### config.mk
export PLATFORM = sky130hd
export DESIGN_NAME = pc_bpred
export DESIGN_NICKNAME = d
export VERILOG_FILES = /design/src/rtl/pc_bpred_pkg.sv /design/src/rtl/pc_bpred_sat_ctr_table.sv /design/src/rtl/pc_bpred.sv
export SDC_FILE = /design/constraint.sdc
export NUM_CORES = 1
export LEC_CHECK = 0
export BUFFER_PORTS_ARGS = -buffer_cell sky130_fd_sc_hd__buf_2
export CAP_MARGIN = 20
export CORE_MARGIN = 3
export CORE_UTILIZATION = 34
export CTS_BUF_LIST = sky130_fd_sc_hd__clkbuf_8
export DETAILED_ROUTE_END_ITERATION = 10
export SYNTH_ARGS = -nofsm -noshare
export SYNTH_HDL_FRONTEND = slang
export SYNTH_SLANG_ARGS = --single-unit
export TNS_END_PERCENT = 100
### constraint.sdc
create_clock -name clk -period 3.75 [get_ports clk]
set_clock_uncertainty 0.15 [all_clocks]
set_input_delay 0.1875 -clock clk [delete_from_list [all_inputs] [get_ports clk]]
set_output_delay 0.1875 -clock clk [all_outputs]
set_load 0.03 [all_outputs]
### src/rtl/pc_bpred_pkg.sv
// pc_bpred_pkg: shared constants and helpers for the fetch-stage branch predictor
package pc_bpred_pkg;
  localparam int IDX_W = 4;
  localparam int GHR_W = 4;
  localparam int N_ENT = 1 << IDX_W;
  localparam logic [1:0] CTR_INIT = 2'b01;
  localparam logic [5:0] OP_BEQ = 6'b000100;
  localparam logic [5:0] OP_BNE = 6'b000101;
  localparam logic [5:0] OP_BGTZ = 6'b000111;
  localparam logic [5:0] OP_BLEZ = 6'b000110;
  localparam logic STOP = 1'b1;
  localparam logic NO_STOP = 1'b0;
  localparam logic RST_ENABLE = 1'b1;
  localparam logic [31:0] ZERO_WORD = 32'h0000_0000;

  function automatic logic is_branch(input logic [5:0] op);
    return op inside {OP_BEQ, OP_BNE, OP_BGTZ, OP_BLEZ};
  endfunction

  function automatic logic [1:0] sat_step(input logic [1:0] c, input logic inc);
    return inc ? ((c == 2'b11) ? c : c + 2'd1) : ((c == 2'b00) ? c : c - 2'd1);
  endfunction
endpackage

### src/rtl/pc_bpred_sat_ctr_table.sv
// sat_ctr_table: 16-entry 2-bit saturating counter array, one lookup port and one read-modify-write update port
module sat_ctr_table
  import pc_bpred_pkg::*;
(
  input  logic             clk,
  input  logic             rst,
  input  logic [IDX_W-1:0] rd_idx,
  output logic [1:0]       rd_ctr,
  input  logic             upd_en,
  input  logic [IDX_W-1:0] upd_idx,
  input  logic             upd_inc,
  output logic [1:0]       upd_old
);
  logic [1:0] ctr_q [N_ENT];
  logic [1:0] ctr_d [N_ENT];
  assign rd_ctr = ctr_q[rd_idx];
  assign upd_old = ctr_q[upd_idx];
  // bump the addressed counter toward the resolved direction, saturating
  always_comb begin
    ctr_d = ctr_q;
    if (upd_en) ctr_d[upd_idx] = sat_step(ctr_q[upd_idx], upd_inc);
  end
  // counters start weakly not-taken / weakly bimodal
  always_ff @(posedge clk) begin
    if (rst == RST_ENABLE) ctr_q <= '{default: CTR_INIT};
    else ctr_q <= ctr_d;
  end
endmodule

### src/rtl/pc_bpred.sv
// pc_bpred: fetch PC register with tournament (bimodal/gshare) branch prediction
module pc_bpred
  import pc_bpred_pkg::*;
(
  input  logic        clk,
  input  logic        rst,
  input  logic [5:0]  stall,
  input  logic        flush,
  input  logic [31:0] new_pc,
  input  logic [31:0] inst_i,
  input  logic        upd_valid,
  input  logic [31:0] upd_pc,
  input  logic        upd_taken,
  input  logic        upd_mispredict,
  input  logic [31:0] upd_target,
  output logic [31:0] pc_o,
  output logic        ce_o,
  output logic        pre_take_or_not_o,
  output logic        pre_sel_o
);
  logic [31:0] pc_q, pc_d, seq_pc, br_tgt;
  logic ce_q, ce_d;
  logic [GHR_W-1:0] ghr_q, ghr_d;
  logic [IDX_W-1:0] bim_idx, gsh_idx, ubim_idx, ugsh_idx;
  logic [1:0] bim_ctr, gsh_ctr, ch_ctr, bim_old, gsh_old, ch_old_unused;
  logic br, ch_en, ch_inc;
  logic unused_bits;
  assign unused_bits = ^{stall[5:1], inst_i[25:16], upd_pc[31:6], upd_pc[1:0]};
  assign pc_o = pc_q;
  assign ce_o = ce_q;
  assign bim_idx = pc_q[5:2];
  assign gsh_idx = pc_q[5:2] ^ ghr_q;
  assign ubim_idx = upd_pc[5:2];
  assign ugsh_idx = upd_pc[5:2] ^ ghr_q;
  assign ch_en = upd_valid & (bim_old[1] ^ gsh_old[1]);
  assign ch_inc = gsh_old[1] == upd_taken;

  sat_ctr_table u_bim (
    .clk(clk), .rst(rst), .rd_idx(bim_idx), .rd_ctr(bim_ctr),
    .upd_en(upd_valid), .upd_idx(ubim_idx), .upd_inc(upd_taken), .upd_old(bim_old)
  );
  sat_ctr_table u_gsh (
    .clk(clk), .rst(rst), .rd_idx(gsh_idx), .rd_ctr(gsh_ctr),
    .upd_en(upd_valid), .upd_idx(ugsh_idx), .upd_inc(upd_taken), .upd_old(gsh_old)
  );
  sat_ctr_table u_ch (
    .clk(clk), .rst(rst), .rd_idx(bim_idx), .rd_ctr(ch_ctr),
    .upd_en(ch_en), .upd_idx(ubim_idx), .upd_inc(ch_inc), .upd_old(ch_old_unused)
  );

  // predecode the fetched word and pick a prediction; non-branches never predict taken
  always_comb begin
    br = is_branch(inst_i[31:26]);
    pre_sel_o = br & ch_ctr[1];
    pre_take_or_not_o = br & (ch_ctr[1] ? gsh_ctr[1] : bim_ctr[1]);
  end

  // next fetch address: redirects beat stall, stall beats prediction
  always_comb begin
    seq_pc = pc_q + 32'd4;
    br_tgt = seq_pc + {{14{inst_i[15]}}, inst_i[15:0], 2'b00};
    ce_d = 1'b1;
    ghr_d = upd_valid ? {ghr_q[GHR_W-2:0], upd_taken} : ghr_q;
    pc_d = !ce_q ? ZERO_WORD
         : flush ? new_pc
         : (upd_valid & upd_mispredict) ? upd_target
         : (stall[0] == STOP) ? pc_q
         : pre_take_or_not_o ? br_tgt
         : seq_pc;
  end

  // fetch state; reset wins over every redirect and history update
  always_ff @(posedge clk) begin
    if (rst == RST_ENABLE) begin
      pc_q <= ZERO_WORD;
      ce_q <= 1'b0;
      ghr_q <= '0;
    end else begin
      pc_q <= pc_d;
      ce_q <= ce_d;
      ghr_q <= ghr_d;
    end
  end
endmodule

==> impl_metrics.ini <==
[finish]
syn_to_final_growth_pct = 34.4
diodes = 0
final_util = 0.467
drive_gt1_frac = 0.299
fillers = 2543
fin_nets = 1522

[sta]
post-route-min-period_ns = 3.73
hold_violations = 0
slew_violations = 0
maxClockFrequency_mhz = 268
max_slew_margin = 0.487
setup_slack_ns = 0.0180
setup-tns-final_ns = 0
finalCritPeriodShare = 0.995
max_slew.worst_pin.slew_ns = 0.769
rsz0062_at_grt = true
finalSetupViolCount = 0

[worst_setup_path]
path_class = reg -> reg
crit_end = pc_o[31]$_SDFFE_PP0P_
worstRegToRegCells = 17
start_kind = flip-flop
worst_ep_arrival_time_ns = 3.92
cp_max_fo = 6
cp-startpoint = pc_o[2]$_SDFFE_PP0P_
required_ns = 3.94
r2r_end = pc_o[31]$_SDFFE_PP0P_
r2r-start = pc_o[2]$_SDFFE_PP0P_
r2r_slack_ns = 0.02
end_kind = flip-flop

[die]
core-area_um2 = 26100
start_util = 0.348
num_rows = 59
die_h_um = 169
num_io_pins = 175
fp.dieW_um = 169
dieArea_um2 = 28700

[clock_tree]
clock_path_buffers = 2
insertion_delay_ns = 0.46
cts_root_buf = clkbuf_8
htreeDepth = 4
cts_made_buffers = 17
clk_pin_slew_worst_paths_ns = 0.09
cts_sinks = 133
cts_tree = built

[placed_design]
place_congestion = 0.932
hpwl_um = 22100
port_buffers = 129
pre_cts_slack_ns = -0.0785

[route]
wl_met3_um = 1280
drt-total-wl_um = 30900
drt_iter0_markers = 600
wirelength_met1_um = 13700
wl_met2_um = 15200
drc = 0
firstDrtPassIters = 5
routedWlPerCell_um = 18.3
highest_layer = met4
ant_nets = 0
vias = 9293
via_per_inst = 5.49

[synthesis]
synth_cells = 1103
synth_area_leader_cell = dfxtp_1
syn_avg_cell_area_um2 = 8.24
netlist_area_um2 = 9090
synth_ff_type = dfxtp_1
yosysSeqAreaShare = 0.293
ys_types = 70
syn_nets = 1280
ys_top_cells_by_count = dfxtp_1 (133), nand2_1 (126), nor2_1 (124)
synth_area_leaders = dfxtp_1 (29%), mux4_2 (9.7%), a21oi_1 (6.7%)
yosysMostFrequentCell = dfxtp_1
ys_seq_elements = 133
ys_warn_count = 0
async_reset_ff_frac = 0
yosysTopAreaCellShare = 0.293
synth-edff-count = 0

[power]
p_comb_frac = 0.236
leakage_uw = 0.00512
switching_share = 0.327
internal_power_uw = 2470
ir_worst_vdd_mv = 0.161
seq_power_share = 0.402
p_switching_uw = 1200
p_clk_frac = 0.362
power_density_nw_per_um2 = 300

[outcome]
status = finished clean

[global_routing]
gr-total-overflow = 0
grt_pass1_wl_um = 48200
first_global_vias = 9024
grt_max_degree = 71
antenna_found_initial = 0
track_usage = 0.210

[hold_path]
hold_path_class = in -> reg

[run]
cap_violations = 0
==> critical path: stages, from the launching register on <==
cell and delay, ns:
dfxtp_4 0.37, buf_6 0.12, nand4_1 0.12, nor2_4 0.20, buf_12 0.13, nand3_1 0.12, xnor2_2 0.27, ha_4 0.27
nand3_2 0.12, nor4_4 0.06, or3_4 0.43, a31oi_1 0.18, o211a_1 0.22, nor2_1 0.07, a2111oi_2 0.34, buf_4 0.18
mux2i_2 0.20, nor3_1 0.07
==> power groups by stage <==
stage	sequential, uW	combinational [uW]	clock [uW]
after floorplan	1530	446	0
after global placement	1500	756	0
after detailed placement	1510	761	0
after CTS	1470	809	1350
after global routing	1480	939	1420
final	1470	867	1330
==> cells by family (layout without fill, tap and decap cells) <==
family	count (synthesis)	in the layout	synth area share
mux	85	85	0.153
buf+inv	85	340	0.0394
fa+ha+maj	41	41	0.0562
flops	133	133	0.293
xor+xnor	65	65	0.0655
compound gates	315	315	0.208
simple gates	379	379	0.184
==> per-layer routing <==
layer	global-route usage	vias to the layer above
li1	-	4526
met1	0.275	4424
met2	0.367	291
met3	0.0282	52
met4	0.0562	0
met5	0	-
==> flip-flops by register name (all words and copies together), names as in the netlist <==
signal,cells
ce_o,1
ghr_q,4
u_gsh.ctr_q,32
u_ch.ctr_q,32
pc_o,32
u_bim.ctr_q,32
==> cell usage in the layout, fill, tap and decap left out, drive strengths merged, types with 3 or more instances in the layout <==
| cell | instances |
|---|---|
| mux2 | 5 |
| o211ai | 29 |
| a31o | 5 |
| ha | 36 |
| o21ai | 97 |
| a31oi | 3 |
| xnor2 | 34 |
| mux4 | 42 |
| mux2i | 38 |
| buf | 238 |
| a211oi | 16 |
| xor2 | 31 |
| nand2b | 3 |
| and4 | 4 |
| nand2 | 126 |
| a21oi | 122 |
| nor2 | 127 |
| and3 | 12 |
| a21o | 7 |
| o221ai | 3 |
| inv | 29 |
| o22ai | 3 |
| dfxtp | 133 |
| o21a | 3 |
| dlygate4sd3 | 50 |
| nand3 | 28 |
| nand4 | 11 |
| nor4 | 3 |
| nor2b | 8 |
| and2 | 4 |
| maj3 | 4 |
| clkbuf | 19 |
| a221oi | 3 |
| nor3 | 46 |
==> what timing repair did <==
action                                 in CTS  in global routing
resized for setup                           7                 92
pin swaps                                   3                 36
setup buffers                               2                 10
hold buffers                               50                  0
endpoints found under the hold margin      32                  0
setup endpoints to repair                  11                 18
==> cell type report <==
type | instances | area, um2 | area share
multi-input combinational | 885 | 6600 | 0.540
inverter | 20 | 80.1 | 0.00656
timing repair buffer | 288 | 2020 | 0.165
tap | 335 | 419 | 0.0343
clock buffer | 19 | 262 | 0.0214
sequential | 133 | 2680 | 0.220
clock inverter | 13 | 154 | 0.0126
==> how the worst min path moves through the flow <==
stage,end,depth (start not counted),startpoint,slack [ns]
detailed placement,pc_o[12]$_SDFFE_PP0P_,3,new_pc[12],0.28
global route,pc_o[27]$_SDFFE_PP0P_,4,flush,0.04
global placement,pc_o[12]$_SDFFE_PP0P_,3,new_pc[12],0.27
floorplan,pc_o[2]$_SDFFE_PP0P_,2,new_pc[2],0.17
finish,pc_o[21]$_SDFFE_PP0P_,5,upd_target[21],0.03
CTS,pc_o[16]$_SDFFE_PP0P_,4,upd_target[16],0.0009
==> stage by stage <==
step | instances | hold WS (ns) | total power (uW) | area, um2
after detailed placement | 1599 | 0.278 | 2270 | 10700
after global placement | 1599 | 0.271 | 2260 | 10700
after global routing | 1693 | 0.0352 | 3840 | 12200
after CTS | 1683 | 0.000852 | 3640 | 11600
after floorplan | 1103 | 0.170 | 1980 | 9160
final | 1693 | 0.0263 | 3670 | 12200
Note: power is estimated with default switching activity, not from simulation.
